[config.mk]
export PLATFORM = sky130hd
export DESIGN_NAME = adc_window_accumulator_flat
export DESIGN_NICKNAME = d
export VERILOG_FILES = /design/src/rtl/adc_window_accumulator_if.sv /design/src/rtl/adc_window_accumulator.sv /design/src/flat_wrapper.sv
export SDC_FILE = /design/constraint.sdc
export NUM_CORES = 1
export LEC_CHECK = 0
export ABC_CLOCK_PERIOD_IN_PS = 6840
export BUFFER_PORTS_ARGS = -buffer_cell sky130_fd_sc_hd__buf_2
export CAP_MARGIN = 20
export CORE_ASPECT_RATIO = 0.8
export CORE_UTILIZATION = 50
export CTS_BUF_LIST = sky130_fd_sc_hd__clkbuf_2
export DETAILED_ROUTE_END_ITERATION = 12
export HOLD_SLACK_MARGIN = 0.1
export PLACE_DENSITY = 0.67
export SLEW_MARGIN = 30
export SYNTH_ARGS = -nofsm -noshare
export SYNTH_HDL_FRONTEND = slang
export SYNTH_SLANG_ARGS = --single-unit
[constraint.sdc]
create_clock -name adcClk -period 6.84 [get_ports adcClk]
set_clock_uncertainty 0.15 [all_clocks]
set_input_delay 1.368 -clock adcClk [delete_from_list [all_inputs] [get_ports adcClk]]
set_output_delay 1.368 -clock adcClk [all_outputs]
set_load 0.01 [all_outputs]
[src/rtl/adc_window_accumulator_if.sv]
// Sample, control and result bundle for the ADC window accumulator.
// The slave modport is the accumulator; the master modport is whoever drives it.
interface adc_window_accumulator_if #(
    parameter int DATA_WIDTH  = 16,
    parameter int COUNT_WIDTH = 16,
    parameter int ACC_WIDTH   = 32
);
    logic                          adcValidIn;
    logic signed [DATA_WIDTH-1:0]  adc0In;
    logic signed [DATA_WIDTH-1:0]  adc1In;
    logic signed [DATA_WIDTH-1:0]  adc2In;
    logic signed [DATA_WIDTH-1:0]  adc3In;
    logic signed [DATA_WIDTH-1:0]  adc0QIn;
    logic signed [DATA_WIDTH-1:0]  adc1QIn;
    logic signed [DATA_WIDTH-1:0]  adc2QIn;
    logic signed [DATA_WIDTH-1:0]  adc3QIn;
    logic                          adcUseThisSample;
    logic                          adcExceedsThreshold;
    logic [COUNT_WIDTH-1:0]        windowLength;
    logic                          start;
    logic                          busy;
    logic                          sumValid;
    logic signed [ACC_WIDTH-1:0]   sum0;
    logic signed [ACC_WIDTH-1:0]   sum1;
    logic signed [ACC_WIDTH-1:0]   sum2;
    logic signed [ACC_WIDTH-1:0]   sum3;
    logic signed [ACC_WIDTH-1:0]   sum0Q;
    logic signed [ACC_WIDTH-1:0]   sum1Q;
    logic signed [ACC_WIDTH-1:0]   sum2Q;
    logic signed [ACC_WIDTH-1:0]   sum3Q;
    logic [COUNT_WIDTH-1:0]        exceedCount;

    modport slave (
        input  adcValidIn, adc0In, adc1In, adc2In, adc3In,
               adc0QIn, adc1QIn, adc2QIn, adc3QIn,
               adcUseThisSample, adcExceedsThreshold, windowLength, start,
        output busy, sumValid, sum0, sum1, sum2, sum3,
               sum0Q, sum1Q, sum2Q, sum3Q, exceedCount
    );

    modport master (
        output adcValidIn, adc0In, adc1In, adc2In, adc3In,
               adc0QIn, adc1QIn, adc2QIn, adc3QIn,
               adcUseThisSample, adcExceedsThreshold, windowLength, start,
        input  busy, sumValid, sum0, sum1, sum2, sum3,
               sum0Q, sum1Q, sum2Q, sum3Q, exceedCount
    );
endinterface

[src/rtl/adc_window_accumulator.sv]
// Accumulates a fixed-length window of qualified four-channel I/Q ADC samples
// and publishes the eight channel sums plus a threshold-exceed count.
// Channel index order everywhere: 0..3 = I channels 0..3, 4..7 = Q channels 0..3.
module adc_window_accumulator #(
    parameter int DATA_WIDTH  = 16,
    parameter int COUNT_WIDTH = 16,
    parameter int ACC_WIDTH   = 32
) (
    input  logic                      adcClk,
    input  logic                      adcReset,
    adc_window_accumulator_if.slave   bus
);

    // The accumulators must hold a full window of worst-case samples.
    generate
        if (ACC_WIDTH < DATA_WIDTH + COUNT_WIDTH) begin : g_width_check
            $error("ACC_WIDTH must be at least DATA_WIDTH+COUNT_WIDTH");
        end
    endgenerate

    typedef enum logic [1:0] {
        IDLE  = 2'd0,
        ARMED = 2'd1,
        ACCUM = 2'd2,
        DONE  = 2'd3
    } state_t;

    state_t                        state_r;
    state_t                        state_nxt_s;
    logic                          busy_nxt_s;
    logic                          busy_r;
    logic                          sum_valid_r;
    logic                          accept_s;
    logic                          start_ok_s;
    logic                          last_s;
    logic [COUNT_WIDTH-1:0]        len_r;
    logic [COUNT_WIDTH-1:0]        sample_cnt_r;
    logic [COUNT_WIDTH-1:0]        cnt_inc_s;
    logic [COUNT_WIDTH-1:0]        exceed_cnt_r;
    logic [COUNT_WIDTH-1:0]        exceed_out_r;
    logic signed [DATA_WIDTH-1:0]  sample_s [8];
    logic signed [ACC_WIDTH-1:0]   acc_r    [8];
    logic signed [ACC_WIDTH-1:0]   sum_r    [8];

    function automatic logic signed [ACC_WIDTH-1:0] sext(input logic signed [DATA_WIDTH-1:0] x);
        return {{(ACC_WIDTH-DATA_WIDTH){x[DATA_WIDTH-1]}}, x};
    endfunction

    assign sample_s[0] = bus.adc0In;
    assign sample_s[1] = bus.adc1In;
    assign sample_s[2] = bus.adc2In;
    assign sample_s[3] = bus.adc3In;
    assign sample_s[4] = bus.adc0QIn;
    assign sample_s[5] = bus.adc1QIn;
    assign sample_s[6] = bus.adc2QIn;
    assign sample_s[7] = bus.adc3QIn;

    // A zero-length request never leaves IDLE; a window counts only qualified strobes.
    assign start_ok_s = (state_r == IDLE) && bus.start && (bus.windowLength != {COUNT_WIDTH{1'b0}});
    assign accept_s   = ((state_r == ARMED) || (state_r == ACCUM)) && bus.adcValidIn && bus.adcUseThisSample;
    assign cnt_inc_s  = sample_cnt_r + COUNT_WIDTH'(1);
    assign last_s     = (cnt_inc_s == len_r);

    // State register; reset wins over every other event in the cycle.
    always_ff @(posedge adcClk) begin
        if (adcReset) begin
            state_r <= IDLE;
        end else begin
            state_r <= state_nxt_s;
        end
    end

    // Next-state decode.
    always_comb begin
        state_nxt_s = state_r;
        case (state_r)
            IDLE: begin
                if (start_ok_s) begin
                    state_nxt_s = ARMED;
                end else begin
                    state_nxt_s = IDLE;
                end
            end
            ARMED, ACCUM: begin
                if (accept_s && last_s) begin
                    state_nxt_s = DONE;
                end else if (accept_s) begin
                    state_nxt_s = ACCUM;
                end else begin
                    state_nxt_s = state_r;
                end
            end
            DONE:    state_nxt_s = IDLE;
            default: state_nxt_s = IDLE;
        endcase
    end

    // Output decode: busy is taken from the next state so it can be registered.
    always_comb begin
        busy_nxt_s = 1'b0;
        if ((state_nxt_s == ARMED) || (state_nxt_s == ACCUM)) begin
            busy_nxt_s = 1'b1;
        end else begin
            busy_nxt_s = 1'b0;
        end
    end

    // Window datapath: latch length, accumulate accepted samples, publish in DONE.
    always_ff @(posedge adcClk) begin
        if (adcReset) begin
            busy_r       <= 1'b0;
            sum_valid_r  <= 1'b0;
            len_r        <= {COUNT_WIDTH{1'b0}};
            sample_cnt_r <= {COUNT_WIDTH{1'b0}};
            exceed_cnt_r <= {COUNT_WIDTH{1'b0}};
            exceed_out_r <= {COUNT_WIDTH{1'b0}};
            for (int i = 0; i < 8; i++) begin
                acc_r[i] <= {ACC_WIDTH{1'b0}};
                sum_r[i] <= {ACC_WIDTH{1'b0}};
            end
        end else begin
            busy_r      <= busy_nxt_s;
            sum_valid_r <= 1'b0;
            case (state_r)
                IDLE: begin
                    if (start_ok_s) begin
                        len_r        <= bus.windowLength;
                        sample_cnt_r <= {COUNT_WIDTH{1'b0}};
                        exceed_cnt_r <= {COUNT_WIDTH{1'b0}};
                        for (int i = 0; i < 8; i++) begin
                            acc_r[i] <= {ACC_WIDTH{1'b0}};
                        end
                    end
                end
                ARMED, ACCUM: begin
                    if (accept_s) begin
                        sample_cnt_r <= cnt_inc_s;
                        if (bus.adcExceedsThreshold) begin
                            exceed_cnt_r <= exceed_cnt_r + COUNT_WIDTH'(1);
                        end
                        for (int i = 0; i < 8; i++) begin
                            acc_r[i] <= acc_r[i] + sext(sample_s[i]);
                        end
                    end
                end
                DONE: begin
                    sum_valid_r  <= 1'b1;
                    exceed_out_r <= exceed_cnt_r;
                    for (int i = 0; i < 8; i++) begin
                        sum_r[i] <= acc_r[i];
                    end
                end
                default: begin
                    sum_valid_r <= 1'b0;
                end
            endcase
        end
    end

    assign bus.busy        = busy_r;
    assign bus.sumValid    = sum_valid_r;
    assign bus.exceedCount = exceed_out_r;
    assign bus.sum0        = sum_r[0];
    assign bus.sum1        = sum_r[1];
    assign bus.sum2        = sum_r[2];
    assign bus.sum3        = sum_r[3];
    assign bus.sum0Q       = sum_r[4];
    assign bus.sum1Q       = sum_r[5];
    assign bus.sum2Q       = sum_r[6];
    assign bus.sum3Q       = sum_r[7];

endmodule

[src/flat_wrapper.sv]
// flat-port wrapper written by rule: the top's interface ports become plain ports
module adc_window_accumulator_flat 
#(
    parameter int DATA_WIDTH  = 16,
    parameter int COUNT_WIDTH = 16,
    parameter int ACC_WIDTH   = 32
)
  (adcClk, adcReset, bus_adcValidIn, bus_adc0In, bus_adc1In, bus_adc2In, bus_adc3In, bus_adc0QIn, bus_adc1QIn, bus_adc2QIn, bus_adc3QIn, bus_adcUseThisSample, bus_adcExceedsThreshold, bus_windowLength, bus_start, bus_busy, bus_sumValid, bus_sum0, bus_sum1, bus_sum2, bus_sum3, bus_sum0Q, bus_sum1Q, bus_sum2Q, bus_sum3Q, bus_exceedCount);
  adc_window_accumulator_if #(.DATA_WIDTH(DATA_WIDTH), .COUNT_WIDTH(COUNT_WIDTH), .ACC_WIDTH(ACC_WIDTH)) bus_i ();
  input  logic adcClk;
  input  logic adcReset;
  input wire logic [$bits(bus_i.adcValidIn)-1:0] bus_adcValidIn;
  input wire logic [$bits(bus_i.adc0In)-1:0] bus_adc0In;
  input wire logic [$bits(bus_i.adc1In)-1:0] bus_adc1In;
  input wire logic [$bits(bus_i.adc2In)-1:0] bus_adc2In;
  input wire logic [$bits(bus_i.adc3In)-1:0] bus_adc3In;
  input wire logic [$bits(bus_i.adc0QIn)-1:0] bus_adc0QIn;
  input wire logic [$bits(bus_i.adc1QIn)-1:0] bus_adc1QIn;
  input wire logic [$bits(bus_i.adc2QIn)-1:0] bus_adc2QIn;
  input wire logic [$bits(bus_i.adc3QIn)-1:0] bus_adc3QIn;
  input wire logic [$bits(bus_i.adcUseThisSample)-1:0] bus_adcUseThisSample;
  input wire logic [$bits(bus_i.adcExceedsThreshold)-1:0] bus_adcExceedsThreshold;
  input wire logic [$bits(bus_i.windowLength)-1:0] bus_windowLength;
  input wire logic [$bits(bus_i.start)-1:0] bus_start;
  output wire logic [$bits(bus_i.busy)-1:0] bus_busy;
  output wire logic [$bits(bus_i.sumValid)-1:0] bus_sumValid;
  output wire logic [$bits(bus_i.sum0)-1:0] bus_sum0;
  output wire logic [$bits(bus_i.sum1)-1:0] bus_sum1;
  output wire logic [$bits(bus_i.sum2)-1:0] bus_sum2;
  output wire logic [$bits(bus_i.sum3)-1:0] bus_sum3;
  output wire logic [$bits(bus_i.sum0Q)-1:0] bus_sum0Q;
  output wire logic [$bits(bus_i.sum1Q)-1:0] bus_sum1Q;
  output wire logic [$bits(bus_i.sum2Q)-1:0] bus_sum2Q;
  output wire logic [$bits(bus_i.sum3Q)-1:0] bus_sum3Q;
  output wire logic [$bits(bus_i.exceedCount)-1:0] bus_exceedCount;
  assign bus_i.adcValidIn = bus_adcValidIn;
  assign bus_i.adc0In = bus_adc0In;
  assign bus_i.adc1In = bus_adc1In;
  assign bus_i.adc2In = bus_adc2In;
  assign bus_i.adc3In = bus_adc3In;
  assign bus_i.adc0QIn = bus_adc0QIn;
  assign bus_i.adc1QIn = bus_adc1QIn;
  assign bus_i.adc2QIn = bus_adc2QIn;
  assign bus_i.adc3QIn = bus_adc3QIn;
  assign bus_i.adcUseThisSample = bus_adcUseThisSample;
  assign bus_i.adcExceedsThreshold = bus_adcExceedsThreshold;
  assign bus_i.windowLength = bus_windowLength;
  assign bus_i.start = bus_start;
  assign bus_busy = bus_i.busy;
  assign bus_sumValid = bus_i.sumValid;
  assign bus_sum0 = bus_i.sum0;
  assign bus_sum1 = bus_i.sum1;
  assign bus_sum2 = bus_i.sum2;
  assign bus_sum3 = bus_i.sum3;
  assign bus_sum0Q = bus_i.sum0Q;
  assign bus_sum1Q = bus_i.sum1Q;
  assign bus_sum2Q = bus_i.sum2Q;
  assign bus_sum3Q = bus_i.sum3Q;
  assign bus_exceedCount = bus_i.exceedCount;
  adc_window_accumulator #(.DATA_WIDTH(DATA_WIDTH), .COUNT_WIDTH(COUNT_WIDTH), .ACC_WIDTH(ACC_WIDTH)) u_core (.adcClk(adcClk), .adcReset(adcReset), .bus(bus_i));
endmodule
[Word level (Yosys, flattened, before mapping)]
Memory sizes are Yosys's and may differ from the RTL's.
Cells that the tools add are included.
Word-level totals
  word-level logic and storage cells: 114
  output and inout bits: 274
  memories: 2
  register bits after elaboration: 68
  bits of input ports: 150
  memory bits (writable): 512
Memories
  u_core.acc_r: depth 8, bits a word 32, read ports 8, clocked after memory_dff 0, write ports 8, line adc_window_accumulator.sv:42  | logic signed [ACC_WIDTH-1:0] acc_r [8];
  u_core.sum_r: depth 8, bits a word 32, read ports 8, clocked after memory_dff 0, write ports 8, line adc_window_accumulator.sv:43  | logic signed [ACC_WIDTH-1:0] sum_r [8];
Operators by class
  reduce and logical (&&, ||, !) cells: 14
  eq/ne operators: 9
  bitwise gates (word level): 24
  $add $sub $neg: 10
  mux-type cells: 48
Operators by type and width (number)
  32-bit two-way mux: 24
  32-bit by 16-bit adder with 32-bit output: 8
  16-bit two-way mux: 4
  16-bit case mux with 2 select lines: 2
  16-bit by 1-bit adder with 16-bit output (second input constant): 2
  1-bit OR: 24
  16-bit equality test: 1
  16-bit nonzero test: 1
  1-bit two-way mux: 15
  2-bit equality test (second input constant): 3
  2-bit case mux with 3 select lines: 1
  1-bit logical AND: 5
  2-bit by 1-bit equality test with 1-bit output (second input constant): 2
  2-bit two-way mux: 2
  2-bit by 1-bit != test with 1-bit output (second input constant): 2
  4-bit AND reduction: 1
  3-bit AND reduction: 1
  2-bit logical NOT: 1
  1-bit logical OR: 2
  2-bit != test (second input constant): 1
  2-bit AND reduction: 1
  2-bit nonzero test: 1
  2-bit OR reduction: 1

[Depth between registers and ports, before layout]
Gate-level depths: netlist (run 1).
  depth in word-level cells: 10
  gate-level depth with buffers: 12
  depth with buffers taken out: 12

[Worst setup path before layout (run 1)]
No wires, ideal clock.
  kind: input-to-reg
  from: input port adcReset
  to: memory u_core.sum_r[0][0] (enable)
  stages: 3
  required time: 6179 ps
  setup slack: 1134 ps
  data arrival time: 5045 ps
  setup time: 511 ps
  buffers on the path: 2
  cells stage by stage: clkbuf_1 -> clkbuf_1 -> or2_2
RTL lines
  from (decl): line flat_wrapper.sv:11  | input logic adcReset;
  to (decl): line adc_window_accumulator.sv:43

==> impl_metrics.env, run 1 <==
export IMPL_run_status="finished clean"
export IMPL_h_tree_depth=4
export IMPL_instances_no_fill=4722
export IMPL_wire_per_inst_um=17.5
export IMPL_hold_end="u_core.acc_r[0][0]"
export IMPL_synth_edff_count=480
export IMPL_max_cap_violations=0
export IMPL_die_width_um=292
export IMPL_placement_io_buffers=423
export IMPL_grt_first_pass_wirelength_um=130000
export IMPL_clkTransAtPathRegs_ps=100
export IMPL_vias_per_cell=5.55
export IMPL_grt_antenna_before_repair=8
export IMPL_slew_violations=0
export IMPL_synth_net_count=3632
export IMPL_critical_path_max_stage_delay_ps=530
export IMPL_synth_xor_xnor_area_share_pct=5.48
export IMPL_netlist_top_cells_area="sky130_fd_sc_hd__edfxtp_1 (43%), sky130_fd_sc_hd__ha_1 (9.4%), sky130_fd_sc_hd__dfxtp_1 (5.9%)"
export IMPL_remaining_antenna_violation_count=0
export IMPL_worstPathCellList="dlygate4sd3_1 > buf_2 > ha_1 > fa_1 > a21o_1 > a21oi_1 > o21ai_1 > a31oi_1 > o211ai_1 > o31ai_1 > a211oi_1 > nand4b_1 > o211ai_1"
export IMPL_route_top_layer_used="met5"
export IMPL_slowest_library_cell_on_the_worst_path="sky130_fd_sc_hd__dlygate4sd3_1"
export IMPL_path_class="input pin to flip-flop"
export IMPL_r2r_end="u_core.acc_r[0][188]"
export IMPL_remaining_drc_errors=0
export IMPL_synthToLayoutAreaGrowth_pct=14.2
export IMPL_grt_util_all_layers_pct=23.9
export IMPL_period_share_pct=63.5
export IMPL_grt_pass1_vias=25100
export IMPL_first_pass_iters=6
export IMPL_path_common_cell="sky130_fd_sc_hd__o211ai_1"
export IMPL_synth_ff_type="sky130_fd_sc_hd__edfxtp_1"
export IMPL_core_area_sq_um=66200
export IMPL_muxShareOfSynthArea_pct=1.07
export IMPL_post_synth_instance_area_sq_um=33700
export IMPL_filler_cell_count=5862
export IMPL_min_period_ps=4340
export IMPL_worst_skew_pair_late_latency_ps=1370
export IMPL_ir_worst_vdd_mv=0.111
export IMPL_io_pins=424
export IMPL_synth_cells=3221
export IMPL_routed_wl_um=82700
export IMPL_synth_adder_area_share_pct=9.86
export IMPL_vias=26200
export IMPL_post_synthesis_register_bit_count=580
export IMPL_multi_input_comb_area_sq_um=16600
export IMPL_startpoint_of_the_worst_slack_reg_to_reg_timing_path="u_core.acc_r[0][161]"
export IMPL_critical_path_required_ps=7700
export IMPL_cellPowerDensity_nw_per_um2=210
export IMPL_holdPathStages=4
export IMPL_synth_simple_area_share_pct=17.4
export IMPL_grt_setup_unrepaired="false"
export IMPL_hp_class="input pin to flip-flop"
export IMPL_total_die_area_sq_um=68500
export IMPL_detail_placement_hpwl_um=56500
export IMPL_synth_async_reset_ratio_pct=0
export IMPL_timing_critical_path_fanout_max=4
export IMPL_yosysTopAreaCell="sky130_fd_sc_hd__edfxtp_1"
export IMPL_post_synthesis_compound_gate_area_fraction_pct=15.4
export IMPL_yosys_cell_types_count=85
export IMPL_dominant_combinational_cell_family_by_area_after_synthesis="simple AND/OR/NAND/NOR gates"
export IMPL_drt_iter0_drc=1419
export IMPL_maximum_number_of_pins_on_one_net_before_global_route_repair=194
export IMPL_place_detailed_instances=4418
export IMPL_final_tns_setup_ps=0
export IMPL_floorplan_rows=84
export IMPL_max_slew_margin_rel_pct=36.5
export IMPL_wl_met3_um=4550
export IMPL_seq_area_sq_um=16400
export IMPL_timing_hold_violations_final=0
export IMPL_power_uw=8080
export IMPL_reg2regPathDepth=10
export IMPL_critPathArrivalTime_ps=5200
export IMPL_globalplace_congestion=0.877
export IMPL_achievable_frequency_ghz=0.230
export IMPL_cts_root_buffer="sky130_fd_sc_hd__clkbuf_2"
export IMPL_route_met2_wl_um=37700
export IMPL_yosysWarningCount=0
export IMPL_floorplan_initialDensity_pct=50.9
export IMPL_grt_ovfl_total=0
export IMPL_top_area_cell_type_share_of_the_netlist_area_pct=42.7
export IMPL_nets=4150
export IMPL_ys_seq_area_share_pct=48.7
export IMPL_clock_sinks=580
export IMPL_setup_viol=0
export IMPL_die_height_um=234
export IMPL_drive_gt1_share_pct=19.3
export IMPL_tritoncts="yes"
export IMPL_endpoint_kind="flip-flop"
export IMPL_r2r_slack_ps=2730
export IMPL_cts_root_to_sink_buffers=3
export IMPL_min_delay_start="bus_adc0In[0]"
export IMPL_routedLengthMet1_um=38400
export IMPL_worst_setup_path_start_kind="input pin"
export IMPL_syn_mean_instance_area_sq_um=10.5
export IMPL_power_leakage_uw=0.0171
export IMPL_cts_buffers_inserted=149
export IMPL_slew_of_the_pin_with_the_lowest_slew_margin_ps=952
## area by class of cell
type	count	share of cell area, %
inverter	79	0.783
clock inverter	47	0.946
tap	860	2.79
antenna	11	0.0715
multi-input combinational	2459	43.2
clock buffer	216	2.81
sequential	580	42.6
timing repair buffer	470	6.75
## layout by cell type (no fill, tap or decap), drive strengths merged, types with 36 or more instances in the layout
| master | instances |
|---|---|
| edfxtp | 480 |
| buf | 440 |
| nor2 | 313 |
| ha | 253 |
| a21oi | 238 |
| and2 | 224 |
| clkbuf | 216 |
| nand2 | 212 |
| a21o | 142 |
| o21ai | 124 |
| xnor2 | 121 |
| dfxtp | 100 |
| xor2 | 90 |
| inv | 82 |
| nor2b | 81 |
| nand3 | 67 |
| nor3 | 63 |
| o21bai | 47 |
| and3 | 36 |
## registers in the layout (all words and copies together), names as in the netlist
name and cells:
u_core.bus.busy 1, u_core.bus.exceedCount 16, u_core.bus.sumValid 1, u_core.sum_r 256, u_core.state_r 2, u_core.acc_r 256
u_core.len_r 16, u_core.exceed_cnt_r 16, u_core.sample_cnt_r 16
## report_power, final
group          switching, uW  leakage (uW)  internal (uW)  total, uW
Sequential              83.8       0.00592           3980       4070
Clock                   1510       0.00107           1080       2580
Combinational            845        0.0101            589       1430
Total                   2430        0.0171           5650       8080
## Yosys cell counts (32+ instances only)
cell,n
sky130_fd_sc_hd__nor3_1,63
sky130_fd_sc_hd__and2_1,224
sky130_fd_sc_hd__ha_1,253
sky130_fd_sc_hd__inv_1,78
sky130_fd_sc_hd__mux2i_1,35
sky130_fd_sc_hd__o21ai_0,117
sky130_fd_sc_hd__o21bai_1,47
sky130_fd_sc_hd__and3_1,35
sky130_fd_sc_hd__edfxtp_1,480
sky130_fd_sc_hd__nor2_1,313
sky130_fd_sc_hd__xnor2_1,121
sky130_fd_sc_hd__nor2b_1,81
sky130_fd_sc_hd__nand3_1,67
sky130_fd_sc_hd__a21oi_1,238
sky130_fd_sc_hd__a21o_1,142
sky130_fd_sc_hd__nand2_1,212
sky130_fd_sc_hd__o21a_1,32
sky130_fd_sc_hd__clkbuf_1,95
sky130_fd_sc_hd__dfxtp_1,100
sky130_fd_sc_hd__xor2_1,90
## logic make-up after synthesis
logic type,count (synthesis)
simple gates,1158
compound gates,793
flops,580
fa+ha+maj,261
xor+xnor,211
buf+inv,182
mux,36
## worst max path at each step
stage	start	endpoint	slack, ps	cells past startpoint
global placement	bus_adc1QIn[0]	u_core.acc_r[0][190]	1960	12
CTS	bus_adc1QIn[0]	u_core.acc_r[0][188]	2750	13
global route	bus_adc1QIn[0]	u_core.acc_r[0][188]	2400	13
detailed placement	bus_adc1QIn[0]	u_core.acc_r[0][188]	1780	12
finish	bus_adc1QIn[0]	u_core.acc_r[0][188]	2500	13
floorplan	adcReset	u_core.sum_r[0][0]	1130	3
## worst max-delay path: cells and delay by family
family	cells	cell delay [ps]
AOI/OAI and AO/OA	8	2370
and+or+nand+nor	1	150
buffers and inverters	2	650
adders and majority gates	2	660
## per-layer routing
layer  GRT usage [%]  up-vias
li1                -    13000
met5               0        -
met2            37.7      646
met4            9.11        2
met3            5.07      147
met1            32.4    12400
## what timing repair did
item | 4_1_cts | 5_1_grt
gates resized for setup | 0 | 0
buffers inserted | 0 | 0
hold buffers | 30 | 0
hold endpoints to repair | 30 | 0
## stage by stage
| step | instance area [sq um] | setup WS (ps) | hold slack [ps] | util (%) |
|---|---|---|---|---|
| floorplan | 33700 | 1130 | 293 | - |
| global placement | 36700 | 1960 | 309 | 55.5 |
| detailed placement | 36700 | 1780 | 309 | 55.5 |
| CTS | 38500 | 2750 | 101 | 58.1 |
| global route | 38500 | 2400 | 194 | 58.1 |
| finish | 38500 | 2500 | 314 | 58.2 |
Power figures use the tool's default switching activity.
==> inputs of run 2 (changes only) <==
--- a/config.mk
+++ b/config.mk
@@ -5,7 +5,7 @@
 export SDC_FILE = /design/constraint.sdc
 export NUM_CORES = 1
 export LEC_CHECK = 0
-export ABC_CLOCK_PERIOD_IN_PS = 6840
+export ABC_CLOCK_PERIOD_IN_PS = 3650
 export BUFFER_PORTS_ARGS = -buffer_cell sky130_fd_sc_hd__buf_2
 export CAP_MARGIN = 20
 export CORE_ASPECT_RATIO = 0.8
@@ -13,7 +13,7 @@
 export CTS_BUF_LIST = sky130_fd_sc_hd__clkbuf_2
 export DETAILED_ROUTE_END_ITERATION = 12
 export HOLD_SLACK_MARGIN = 0.1
-export PLACE_DENSITY = 0.67
+export PLACE_DENSITY = 0.7
 export SLEW_MARGIN = 30
 export SYNTH_ARGS = -nofsm -noshare
 export SYNTH_HDL_FRONTEND = slang
==> constraint.sdc (replaced) <==
create_clock -name adcClk -period 3.65 [get_ports adcClk]
set_clock_uncertainty 0.15 [all_clocks]
set_input_delay 0.73 -clock adcClk [delete_from_list [all_inputs] [get_ports adcClk]]
set_output_delay 0.73 -clock adcClk [all_outputs]
set_load 0.01 [all_outputs]
==> run 2 against run 1 <==
Against the previous run:
- the flow now finishes with violations (setup timing)
- power rose by 91%
- core utilization rose by 4.9 points
- final cell count rose by 7.1%
- hold slack got worse by 24 ps
- via count rose by 6.3%
- critical path type unchanged
- non-clock buffer count rose by 331
- largest power group unchanged
- wire length rose by 7.9%
- critical endpoint is now u_core.acc_r[0][13]
- clock-buffer cell count fell by 4
- highest routed layer unchanged
- largest cell class unchanged
==> impl_metrics.env, run 2 (synthesized netlist as in run 1, its figures left out) <==
export IMPL_run_status="complete, but fails checks"
export IMPL_violations="setup timing"
export IMPL_worst_skew_pair_late_latency_ps=1340
export IMPL_slew_of_the_pin_with_the_lowest_slew_margin_ps=930
export IMPL_critical_path_max_stage_delay_ps=560
export IMPL_core_area_sq_um=66200
export IMPL_wire_per_inst_um=17.6
export IMPL_drt_iter0_drc=1740
export IMPL_io_pins=424
export IMPL_postLayoutCoreUtil_pct=63.0
export IMPL_critical_path_required_ps=4780
export IMPL_timing_critical_path_to="u_core.acc_r[0][13]"
export IMPL_r2r_end="u_core.bus.busy"
export IMPL_grt_antenna_before_repair=6
export IMPL_grt_pass1_vias=27300
export IMPL_mostFrequentLayoutCell="sky130_fd_sc_hd__edfxtp_1"
export IMPL_grt_util_all_layers_pct=25.6
export IMPL_endpoint_kind="flip-flop"
export IMPL_drive_gt1_share_pct=20.1
export IMPL_worst_setup_path_start_kind="input pin"
export IMPL_path_common_cell="sky130_fd_sc_hd__dlygate4sd3_1"
export IMPL_grt_setup_unrepaired="true"
export IMPL_instances_no_fill=5059
export IMPL_grt_ovfl_total=0
export IMPL_power_uw=15400
export IMPL_remaining_drc_errors=0
export IMPL_slew_violations=0
export IMPL_die_width_um=292
export IMPL_total_die_area_sq_um=68500
export IMPL_floorplan_rows=84
export IMPL_layout_top_registers="u_core.acc_r x256, u_core.sum_r x256"
export IMPL_place_worst_setup_slack_ps=-113
export IMPL_setup_viol=1
export IMPL_hp_class="input pin to flip-flop"
export IMPL_remaining_antenna_violation_count=0
export IMPL_synthToLayoutAreaGrowth_pct=23.8
export IMPL_cts_post_setup_buffers_inserted=0
export IMPL_routed_wl_um=89200
export IMPL_clock_sinks=580
export IMPL_startpoint_of_the_worst_slack_reg_to_reg_timing_path="u_core.state_r[0]"
export IMPL_nets=4483
export IMPL_worst_hold_slack_ps=289
export IMPL_max_cap_violations=0
export IMPL_maximum_number_of_pins_on_one_net_before_global_route_repair=163
export IMPL_period_share_pct=100
export IMPL_grt_first_pass_wirelength_um=140000
export IMPL_power_leakage_uw=0.0186
export IMPL_floorplan_initialDensity_pct=50.9
export IMPL_worstPathCellList="dlygate4sd3_1 > buf_2 > dlygate4sd3_1 > ha_1 > a21o_1 > a21o_1 > a31oi_1 > a31oi_1 > a21boi_0 > buf_4 > xnor2_1 > dlygate4sd3_1 > nand2_1 > a21oi_1 > dlygate4sd3_1"
export IMPL_min_period_ps=3660
export IMPL_mostFrequentLayoutCells="sky130_fd_sc_hd__edfxtp_1 (480), sky130_fd_sc_hd__buf_2 (422), sky130_fd_sc_hd__nor2_1 (311)"
export IMPL_clkTransAtPathRegs_ps=110
export IMPL_max_slew_margin_rel_pct=38.0
export IMPL_ir_worst_vdd_mv=0.198
export IMPL_reg2regPathDepth=11
export IMPL_critPathArrivalTime_ps=4790
export IMPL_cts_buffers_inserted=151
export IMPL_globalplace_congestion=0.926
export IMPL_timing_hold_violations_final=0
export IMPL_cts_root_to_sink_buffers=3
export IMPL_place_detailed_instances=4501
export IMPL_r2r_slack_ps=220
export IMPL_h_tree_depth=4
export IMPL_timing_critical_path_fanout_max=4
export IMPL_tritoncts="yes"
export IMPL_worst_slack_ps=-9.20
export IMPL_critical_path_startpoint="bus_adc0In[0]"
export IMPL_filler_cell_count=5353
export IMPL_cellPowerDensity_nw_per_um2=369
export IMPL_detail_placement_hpwl_um=58500
export IMPL_vias=27900
export IMPL_achievable_frequency_ghz=0.273
export IMPL_vias_per_cell=5.51
export IMPL_slowest_library_cell_on_the_worst_path="sky130_fd_sc_hd__dlygate4sd3_1"
export IMPL_placement_io_buffers=423
export IMPL_cts_root_buffer="sky130_fd_sc_hd__clkbuf_2"
export IMPL_path_class="input pin to flip-flop"
export IMPL_die_height_um=234
export IMPL_first_pass_iters=6
[run 2: layout make-up]
class / instances / area (sq um) / area share [%]
diodes: 10 / 25.0 / 0.0600
clock buffers: 212 / 1060 / 2.54
clock inverters: 58 / 322 / 0.771
inverters: 79 / 304 / 0.729
multi-input cells: 2459 / 16800 / 40.2
flip-flops and latches: 580 / 16400 / 39.3
well taps: 860 / 1080 / 2.58
repair buffers: 801 / 5740 / 13.8
[run 2: report_power, final]
part / total [uW] / internal [uW] / switching [uW]
clock network: 4620 / 1740 / 2870
registers: 7630 / 7460 / 163
logic: 3180 / 1460 / 1720
[run 2: worst min-delay path by stage]
stage	start	to	slack (ps)	cells after the start
after floorplan	u_core.acc_r[0][25]	u_core.acc_r[0][25]	290	2
after global placement	u_core.acc_r[0][7]	u_core.acc_r[0][7]	310	2
after detailed placement	u_core.len_r[13]	u_core.len_r[13]	310	2
after CTS	adcReset	u_core.sample_cnt_r[9]	110	4
after global routing	adcReset	u_core.sample_cnt_r[14]	150	4
final	bus_adc3QIn[1]	u_core.acc_r[0][225]	290	4
[run 2: layer usage]
layer	wire [um]	vias up	global-route usage, %
li1	-	13600	-
met1	40500	13100	33.6
met2	40400	833	40.2
met3	5010	256	5.84
met4	3360	2	12.2
met5	10	-	0
[run 2: worst max-delay path, delay by kind of cell]
| family | cells | cell delay [ps] |
|---|---|---|
| xor+xnor | 1 | 100 |
| compound gates | 6 | 1180 |
| fa+ha+maj | 1 | 240 |
| buf+inv | 6 | 2480 |
| simple gates | 1 | 50 |
[run 2: repair_timing]
item                                   4_1_cts  5_1_grt
setup endpoints to repair                    0       14
resized for setup                            0       20
endpoints found under the hold margin      328        0
hold buffers                               279        0
[run 2: through the flow]
step	instance area [sq um]	setup TNS, ps
after floorplan	33800	-65790
after global placement	37500	-99.6
after detailed placement	37500	-637
after CTS	41600	0
after global routing	41700	0
final	41700	-9.20
==> inputs of run 3 (changes only) <==
--- a/config.mk
+++ b/config.mk
@@ -9,11 +9,13 @@
 export BUFFER_PORTS_ARGS = -buffer_cell sky130_fd_sc_hd__buf_2
 export CAP_MARGIN = 20
 export CORE_ASPECT_RATIO = 0.8
-export CORE_UTILIZATION = 50
+export CORE_MARGIN = 1
+export CORE_UTILIZATION = 55
 export CTS_BUF_LIST = sky130_fd_sc_hd__clkbuf_2
 export DETAILED_ROUTE_END_ITERATION = 12
 export HOLD_SLACK_MARGIN = 0.1
-export PLACE_DENSITY = 0.7
+export PLACE_DENSITY = 0.76
+export RECOVER_POWER = 50
 export SLEW_MARGIN = 30
 export SYNTH_ARGS = -nofsm -noshare
 export SYNTH_HDL_FRONTEND = slang
==> run 3 against run 2 <==
Against the previous run:
- the flow still finishes with violations (setup timing)
- wire length is 2.1% higher
- flip-flop and latch count unchanged
- first-iteration DRC count increased by 47%
- final cell count down 2.2%
- fmax fell by 1.4%
- sequential share of layout area grew 0.39 points
- sequential power barely moved
- core utilization up 5.8 points
- critical endpoint is now u_core.sum_r[0][38]
==> impl_metrics.env, run 3 (synthesized netlist as in run 1, its figures left out) <==
export IMPL_startpoint_of_the_worst_slack_reg_to_reg_timing_path="u_core.acc_r[0][64]"
export IMPL_grt_first_pass_wirelength_um=143000
export IMPL_tritoncts="yes"
export IMPL_maximum_number_of_pins_on_one_net_before_global_route_repair=194
export IMPL_hold_end="u_core.acc_r[0][1]"
export IMPL_synthToLayoutAreaGrowth_pct=22.5
export IMPL_r2r_slack_ps=200
export IMPL_place_area_sq_um=37400
export IMPL_worst_setup_path_start_kind="input pin"
export IMPL_remaining_antenna_violation_count=0
export IMPL_achievable_frequency_ghz=0.269
export IMPL_vias=28600
export IMPL_slew_violations=0
export IMPL_drt_iter0_drc=2554
export IMPL_routed_wl_um=91100
export IMPL_path_class="input pin to flip-flop"
export IMPL_place_detailed_instances=4418
export IMPL_grt_pass1_vias=27300
export IMPL_io_pins=424
export IMPL_p_int_uw=10600
export IMPL_r2r_end="u_core.acc_r[0][94]"
export IMPL_cts_root_buffer="sky130_fd_sc_hd__clkbuf_2"
export IMPL_setup_viol=27
export IMPL_nets=4474
export IMPL_timing_hold_violations_final=0
export IMPL_mostFrequentLayoutCell="sky130_fd_sc_hd__edfxtp_1"
export IMPL_floorplan_rows=80
export IMPL_run_status="complete, but fails checks"
export IMPL_grt_antenna_before_repair=10
export IMPL_clock_sinks=580
export IMPL_min_delay_start="bus_adc0In[1]"
export IMPL_ir_worst_vdd_mv=0.242
export IMPL_total_die_area_sq_um=62300
export IMPL_placement_io_buffers=423
export IMPL_worst_skew_pair_late_latency_ps=1340
export IMPL_final_cell_area_sq_um=41300
export IMPL_mostFrequentLayoutCells="sky130_fd_sc_hd__edfxtp_1 (480), sky130_fd_sc_hd__buf_2 (377), sky130_fd_sc_hd__nor2_1 (311)"
export IMPL_wire_per_inst_um=18.4
export IMPL_p_sw_share_pct=30.7
export IMPL_max_cap_violations=0
export IMPL_drive_gt1_share_pct=18.8
export IMPL_remaining_drc_errors=0
export IMPL_cellPowerDensity_nw_per_um2=372
export IMPL_violations="setup timing"
export IMPL_slew_of_the_pin_with_the_lowest_slew_margin_ps=1450
export IMPL_critical_path_required_ps=4500
export IMPL_hp_class="input pin to flip-flop"
export IMPL_grt_setup_unrepaired="false"
export IMPL_power_frac_seq_pct=49.7
export IMPL_core_area_sq_um=60100
export IMPL_globalplace_congestion=0.942
export IMPL_worst_slack_ps=-61.4
export IMPL_cts_buffers_inserted=148
export IMPL_holdPathStages=5
export IMPL_clkTransAtPathRegs_ps=100
export IMPL_floorplan_initialDensity_pct=56.1
export IMPL_die_height_um=223
export IMPL_grt_ovfl_total=0
export IMPL_worst_hold_slack_ps=262
export IMPL_first_pass_iters=6
export IMPL_net_switching_power_uw=4710
export IMPL_critPathArrivalTime_ps=4560
export IMPL_power_clock_fraction_pct=29.5
export IMPL_reg2regPathDepth=11
export IMPL_grt_util_all_layers_pct=28.8
export IMPL_min_period_ps=3710
export IMPL_combinationalPowerShare_pct=20.8
export IMPL_h_tree_depth=4
export IMPL_power_leakage_uw=0.0182
export IMPL_endpoint_kind="flip-flop"
export IMPL_detail_placement_hpwl_um=57000
export IMPL_period_share_pct=102
export IMPL_instances_no_fill=4946
export IMPL_cts_root_to_sink_buffers=3
export IMPL_vias_per_cell=5.77
export IMPL_timing_critical_path_fanout_max=193
export IMPL_max_slew_margin_rel_pct=3.07
export IMPL_layout_top_registers="u_core.acc_r x256, u_core.sum_r x256"
export IMPL_die_width_um=279
[run 3: changes by cell type in the layout (fill, tap and decap cells not counted), sizes merged, moves of 4 or more]
cell         delta
buf            -56
clkbuf         +62
clkinv         -19
clkinvlp        -4
diode           -6
dlygate4sd3     -6
[run 3: worst max-delay path by stage]
stage / from / end / slack, ps / depth (start not counted)
floorplan: bus_windowLength[13] / u_core.acc_r[0][100] / -340 / 8
global placement: bus_adc1In[0] / u_core.acc_r[0][56] / -9 / 12
detailed placement: bus_adc1QIn[0] / u_core.acc_r[0][172] / -70 / 12
CTS: bus_adc2QIn[0] / u_core.acc_r[0][204] / 80 / 16
global route: bus_adc3QIn[0] / u_core.acc_r[0][236] / 3 / 14
finish: adcReset / u_core.sum_r[0][38] / -60 / 7
[run 3: metrics by stage]
stage / TNS, ps / setup slack [ps] / total power [uW] / util, %
finish: -385 / -61.4 / 15400 / 68.8
global route: 0 / 2.78 / 16100 / 68.8
CTS: 0 / 82.6 / 15300 / 68.9
detailed placement: -285 / -68.6 / 10500 / 62.2
global placement: -18.5 / -9.44 / 10500 / 62.2
floorplan: -65790 / -343 / 9670 / -
[run 3: critical path: stages]
cell                            delay, ps
sky130_fd_sc_hd__dlygate4sd3_1        530
sky130_fd_sc_hd__dlygate4sd3_1        560
sky130_fd_sc_hd__clkbuf_1             900
sky130_fd_sc_hd__buf_12               410
sky130_fd_sc_hd__nor2b_1              120
sky130_fd_sc_hd__buf_6                350
sky130_fd_sc_hd__and2_0               490
[run 3: final cells by class]
class | instances | area, sq um
fill | 4496 | 18700
multi-input combinational | 2459 | 16800
sequential | 580 | 16400
timing repair buffer | 795 | 5570
clock buffer | 218 | 1090
tap | 779 | 975
inverter | 79 | 304
clock inverter | 32 | 194
antenna | 4 | 10.0
[run 3: timing repair]
action	4_1_cts	5_1_grt
resized for setup	0	17
hold buffers	272	0
endpoints found under the hold margin	351	0
setup endpoints to repair	0	13
buffers inserted	0	2
[run 3: routing by layer]
metal / part of all wire (%) / GRT usage [%] / up-vias
met5: 0.098 / 0 / -
met4: 4.6 / 14.7 / 14
met3: 7.1 / 6.96 / 321
met2: 45 / 44.5 / 1148
met1: 43 / 37.6 / 13500
li1: - / - / 13600
[run 3: power by group through the flow]
| stage | combinational (uW) | clock (uW) | sequential [uW] |
|---|---|---|---|
| after floorplan | 1890 | 0 | 7790 |
| after global placement | 2700 | 0 | 7760 |
| after detailed placement | 2740 | 0 | 7770 |
| after CTS | 3100 | 4570 | 7620 |
| after global routing | 3500 | 4930 | 7660 |
| final | 3200 | 4520 | 7630 |
